--- src/rtl/pacman_pkg.sv ---
// Shared types and defaults for the Pacman game datapath.
// Game state and move direction encodings are used across blocks.
package pacman_pkg;

    localparam int DEF_TICK_DIV  = 10000;
    localparam int DEF_WIN_SCORE = 30;

    typedef enum logic [1:0] {
        ST_INIT = 2'b00,
        ST_PLAY = 2'b01,
        ST_WIN  = 2'b10,
        ST_LOSE = 2'b11
    } game_state_t;

    typedef enum logic [1:0] {
        DIR_L = 2'b00,
        DIR_U = 2'b01,
        DIR_R = 2'b10,
        DIR_D = 2'b11
    } dir_t;

endpackage

--- src/rtl/pacman_step_prescaler.sv ---
// Movement step prescaler.
// Counts while enabled and emits a wrap strobe every TICK_DIV cycles.
module pacman_step_prescaler
    import pacman_pkg::*;
#(
    parameter int TICK_DIV = DEF_TICK_DIV,
    parameter int CNT_W    = 14
) (
    input  logic clk,
    input  logic reset,
    input  logic enable,
    input  logic clear,
    output logic wrap
);

    logic [CNT_W-1:0] cnt_q, cnt_d;

    assign wrap = enable && !clear && (cnt_q == CNT_W'(TICK_DIV - 1));

    always_comb begin
        cnt_d = cnt_q;
        if (clear) begin
            cnt_d = '0;
        end else if (enable) begin
            cnt_d = wrap ? '0 : cnt_q + 1'b1;
        end
    end

    always_ff @(posedge clk or posedge reset) begin
        if (reset) begin
            cnt_q <= '0;
        end else begin
            cnt_q <= cnt_d;
        end
    end

endmodule

--- src/rtl/pacman_game_ctrl.sv ---
// Pacman game sequencer: INIT/PLAY/WIN/LOSE FSM, step strobe
// generation and single-button move qualification.
module pacman_game_ctrl
    import pacman_pkg::*;
#(
    parameter int TICK_DIV  = DEF_TICK_DIV,
    parameter int WIN_SCORE = DEF_WIN_SCORE,
    parameter int CNT_W     = 14
) (
    input  logic        clk,
    input  logic        reset,
    input  logic        start,
    input  logic        ack,
    input  logic        Left,
    input  logic        Right,
    input  logic        Up,
    input  logic        Down,
    input  logic [15:0] score,
    input  logic        hit,
    output logic        move_en,
    output logic [1:0]  dir,
    output logic        step_tick,
    output logic        pos_reset,
    output logic [1:0]  state,
    output logic        win,
    output logic        lose
);

    game_state_t state_q, state_d;
    dir_t        dir_q, dir_d, btn_dir;
    logic        move_en_q, move_en_d;
    logic        step_tick_q, step_tick_d;
    logic        pos_reset_q, pos_reset_d;
    logic        win_q, win_d;
    logic        lose_q, lose_d;
    logic        score_won, btn_one, wrap;
    logic        in_play, stay_play;

    assign score_won = (score >= 16'(WIN_SCORE));
    assign in_play   = (state_q == ST_PLAY);
    assign stay_play = (state_d == ST_PLAY);
    assign btn_one   = $onehot({Left, Up, Right, Down});

    // Counting stops on the exit edge, so a coincident wrap never strobes.
    pacman_step_prescaler #(
        .TICK_DIV (TICK_DIV),
        .CNT_W    (CNT_W)
    ) u_prescaler (
        .clk    (clk),
        .reset  (reset),
        .enable (in_play),
        .clear  (!(in_play && stay_play)),
        .wrap   (wrap)
    );

    always_ff @(posedge clk or posedge reset) begin
        if (reset) begin
            state_q <= ST_INIT;
        end else begin
            state_q <= state_d;
        end
    end

    always_comb begin
        state_d = state_q;
        case (state_q)
            ST_INIT: if (start) state_d = ST_PLAY;
            ST_PLAY: begin
                if (score_won) begin
                    state_d = ST_WIN;
                end else if (hit) begin
                    state_d = ST_LOSE;
                end
            end
            ST_WIN:  if (ack) state_d = ST_INIT;
            ST_LOSE: if (ack) state_d = ST_INIT;
            default: state_d = ST_INIT;
        endcase
    end

    always_comb begin
        btn_dir = DIR_L;
        case (1'b1)
            Up:      btn_dir = DIR_U;
            Right:   btn_dir = DIR_R;
            Down:    btn_dir = DIR_D;
            default: btn_dir = DIR_L;
        endcase
    end

    always_comb begin
        pos_reset_d = (state_d == ST_INIT);
        win_d       = (state_d == ST_WIN);
        lose_d      = (state_d == ST_LOSE);
        step_tick_d = wrap;
        move_en_d   = wrap && btn_one;
        dir_d       = move_en_d ? btn_dir : dir_q;
    end

    always_ff @(posedge clk or posedge reset) begin
        if (reset) begin
            move_en_q   <= 1'b0;
            step_tick_q <= 1'b0;
            dir_q       <= DIR_L;
            pos_reset_q <= 1'b1;
            win_q       <= 1'b0;
            lose_q      <= 1'b0;
        end else begin
            move_en_q   <= move_en_d;
            step_tick_q <= step_tick_d;
            dir_q       <= dir_d;
            pos_reset_q <= pos_reset_d;
            win_q       <= win_d;
            lose_q      <= lose_d;
        end
    end

    assign move_en   = move_en_q;
    assign step_tick = step_tick_q;
    assign dir       = dir_q;
    assign pos_reset = pos_reset_q;
    assign state     = state_q;
    assign win       = win_q;
    assign lose      = lose_q;

endmodule

--- config.mk ---
export PLATFORM = sky130hd
export DESIGN_NAME = pacman_game_ctrl
export DESIGN_NICKNAME = d
export VERILOG_FILES = /design/src/rtl/pacman_pkg.sv /design/src/rtl/pacman_step_prescaler.sv /design/src/rtl/pacman_game_ctrl.sv
export SDC_FILE = /design/constraint.sdc
export NUM_CORES = 1
export LEC_CHECK = 0
export ABC_AREA = 0
export BUFFER_PORTS_ARGS = -buffer_cell sky130_fd_sc_hd__buf_4
export CAP_MARGIN = 20
export CORE_MARGIN = 2
export CORE_UTILIZATION = 55
export CTS_CLUSTER_DIAMETER = 150
export CTS_CLUSTER_SIZE = 16
export DETAILED_ROUTE_END_ITERATION = 8
export HOLD_SLACK_MARGIN = 0.06
export PLACE_DENSITY = 0.93
export SYNTH_ARGS = -nofsm -noshare
export SYNTH_HDL_FRONTEND = slang
export SYNTH_SLANG_ARGS = --single-unit
--- constraint.sdc ---
create_clock -name clk -period 5.45 [get_ports clk]
set_input_delay 1.3625 -clock clk [delete_from_list [all_inputs] [get_ports clk]]
set_output_delay 1.3625 -clock clk [all_outputs]
set_load 0.05 [all_outputs]
==> summary.txt <==
Run status
  – Status: finished, final reports clean

Logic synthesis
  – Mapped cell area: approximately 0.0013 mm²
  – Area leader, netlist: dfrtp_1
  – Syn_nets: roughly 150
  – Synth Area per Inst: roughly 11 µm²
  – Adder and majority gate portion of the synthesized area: about 4.6%
  – Main combinational cell family by area after synthesis: simple AND/OR/NAND/NOR gates
  – Yosys reg bits: 23
  – Synth unique cells: 33
  – Syn Inst Count: approximately 120
  – Synth Area in Simple Gates: a little under a third
  – Post-synthesis xor/xnor area fraction: between 8 and 9%
  – Top post-synthesis cells by area: dfrtp_1 (44%), nor2_4 (7.2%), xnor2_1 (7.0%)
  – Post-synthesis sequential area ratio: a little under half
  – Compound-Gate Fraction of Synth Area: 3.88%
  – Synth warn: 0
  – Top cell type's share of synthesized area: 43.8%
  – Mux contribution to synthesized area: 1.69%

Placement
  – PortBufs: 32
  – Pre-CTS setup slack: approximately 1.9 ns
  – Placer Congestion: slightly above 0.8
  – Detail Placement HPWL: roughly 2000 µm

STA
  – Total negative slack: 0 ns
  – # setup viols final: 0
  – Least-Margin Pin Slew: around 0.87 ns
  – Final setup margin: approximately 2.3 ns
  – Hold Fails Final Rpt: 0
  – RSZ-0062 raised after global routing: no
  – Fmax: 313 MHz
  – Slew Viols, Final: 0
  – Final period util: 58.6%
  – Setup Skew: approximately 0.0034 ns
  – Fin crit period: roughly 3.2 ns
  – Relative slew slack: between 40% and 50%

CTS
  – Cts hold-fix bufs: 0
  – CTS buffer count: 3
  – Worst-path clk slew: between 0.1 and 0.15 ns
  – Deepest clock path buffer count: 2
  – Post-cts resize count: 0
  – H-tree Lvls: 1
  – Clock sinks: 23
  – Clk Tree Root Cell: clkbuf_4
  – Worst-Skew Late Latency: just over 0.3 ns
  – CTS tree: built
  – Setup Fix Bufs, Post-CTS: 0

Route
  – Remaining antenna violation count after routing: 0
  – DR DRC count: 0
  – Post-Route WL: around 2600 µm
  – Routed vias/inst: 5.47
  – Vias: 990
  – Drt wl/cell: 14.1 µm
  – Initial DRC Count: 21
  – Drt pass-1 iters: 4

Die
  – FP Rows: 17
  – Die span in y: approximately 52 µm
  – Die area: 0.00268 mm²
  – # IOs: 34
  – Initial Util: approximately 57%
  – Die X: between 50 and 60 µm
  – Core ar.: 0.00219 mm²

Layout
  – Filler Cell Count: about 170
  – Area grow syn2layout: 22.4%
  – Diodes inserted: 0
  – Final core occ: between 70% and 80%
  – Layout cells sized above 1: between 30% and 40%
  – Nets: around 180

Pwr
  – Clock share of power: 18.8%
  – Sw power: between 0.00015 and 0.0002 W
  – Register share of total power: around half
  – Pwr Density: ~270 mW/mm²
  – Worst VDD drop: about 0.28 mV
  – Leakage: 0.665 nW
  – Sw frac: a little under two fifths
  – P_int: 0.000265 W
  – Combinational share of power: 32.3%

Global route
  – GRT Total Usage: about 22%
  – First-pass GRT wire length: about 4400 µm
  – Initial antenna violation count: 0
  – GR Overflow Total: 0
  – Largest net degree at the start of global routing: 24
  – Vias in the first global route: about 1,000

Critical path
  – CP max FO: 2
  – Reg2reg setup slack: 3.46 ns
  – Worst reg2reg path endpoint: dir[1]$_DFFE_PP0P_
  – Critical path launch point type: primary input
  – R2r worst-path depth: 5
  – CP endpoint: dir[1]$_DFFE_PP0P_
  – FF-to-FF Start: u_prescaler.cnt_q[0]$_DFFE_PP0P_
  – Worst setup path class: primary input to flip-flop
  – Crit end category: flip-flop
  – CP required: roughly 5.7 ns
  – WP data arrival: around 3.4 ns
  – Crit path launch: Left

Min path
  – HP Class: flip-flop to flip-flop

Flow run
  – Max_cap viols: 0
routing by layer:
metal | vias to the layer above | global-route usage [%] | part of all wire [%]
li1 | 475 | - | -
met1 | 477 | 25.8 | 39
met2 | 30 | 40.2 | 55
met3 | 8 | 2.59 | 3.3
met4 | 0 | 11.0 | 2.5
met5 | - | 0 | 0
area by class of cell:
type	instances	area (µm²)	area share, %
Clock buffer	4	26.3	1.71
Inverter	12	45.0	2.93
Multi-Input combinational cell	82	616	40.0
Sequential cell	23	577	37.5
Tap cell	28	35.0	2.28
Timing Repair Buffer	32	240	15.6
flip-flops by register name (all words and copies together) (netlist names):
name	cells
pos_reset	1
win	1
step_tick	1
u_prescaler.cnt_q	14
dir	2
state	2
lose	1
move_en	1
power groups by stage:
stage                     Sequential [W]  Combinational (W)   Clock, W
after CTS                       0.000206           0.000137  0.0000812
after detailed placement        0.000210           0.000137          0
after global placement          0.000209           0.000133          0
after floorplan                 0.000263          0.0000341          0
final                           0.000206           0.000136  0.0000793
after global routing            0.000210           0.000144  0.0000867
cell families after synthesis:
kind of cell,Yosys count
buf+inv,13
compound gates,8
simple gates,56
mux,2
xor+xnor,12
fa+ha+maj,4
flops,23
cell usage in the layout (no fill, tap or decap), drive strengths merged, types with 2 or more instances in the layout:
master   n
xor2     2
nand2    4
nand2b   2
xnor2   10
or3b     2
nor3     6
a21oi    3
nor4     5
clkbuf   4
nand4    7
dfrtp   22
and3     2
buf     32
nand3    5
nor2    20
ha       3
inv     12
synthesized netlist by cell type (all sizes together):
cell and number:
a21boi 1, a21oi 3, a31oi 1, and3 2, buf 1, dfrtp 22
dfstp 1, fa 1, ha 3, inv 12, mux2 1, mux2i 1
nand2 4, nand2b 2, nand3 5, nand4 7, nor2 20, nor2b 1
nor3 6, nor4 5, nor4b 1, o21a 1, o21ai 1, o31ai 1
or2 1, or3b 2, xnor2 10, xor2 2
worst min path at each step:
| stage | end | cells after the start | slack (ns) | startpoint |
|---|---|---|---|---|
| CTS | u_prescaler.cnt_q[0]$_DFFE_PP0P_ | 1 | 0.52 | u_prescaler.cnt_q[0]$_DFFE_PP0P_ |
| global route | u_prescaler.cnt_q[0]$_DFFE_PP0P_ | 1 | 0.54 | u_prescaler.cnt_q[0]$_DFFE_PP0P_ |
| floorplan | u_prescaler.cnt_q[0]$_DFFE_PP0P_ | 1 | 0.46 | u_prescaler.cnt_q[0]$_DFFE_PP0P_ |
| global placement | dir[1]$_DFFE_PP0P_ | 1 | 0.47 | dir[1]$_DFFE_PP0P_ |
| finish | u_prescaler.cnt_q[0]$_DFFE_PP0P_ | 1 | 0.52 | u_prescaler.cnt_q[0]$_DFFE_PP0P_ |
| detailed placement | u_prescaler.cnt_q[0]$_DFFE_PP0P_ | 1 | 0.50 | u_prescaler.cnt_q[0]$_DFFE_PP0P_ |
per-stage QoR:
step / hold slack, ns / instance area [µm²] / cells / total power [W]
after global routing: 0.545 / 1540 / 181 / 0.000441
after global placement: 0.471 / 1510 / 177 / 0.000342
after floorplan: 0.460 / 1260 / 118 / 0.000297
after detailed placement: 0.499 / 1510 / 177 / 0.000346
after CTS: 0.520 / 1540 / 181 / 0.000424
final: 0.520 / 1540 / 181 / 0.000422
critical path: stages:
cell and delay (ns):
buf_4 0.08, inv_1 0.05, fa_1 0.53, inv_1 0.05, ha_1 0.18, ha_1 0.26
nor2_1 0.10, nand2_1 0.09, nor4_2 0.31, mux2_1 0.39
(Power assumes the default switching activity.)
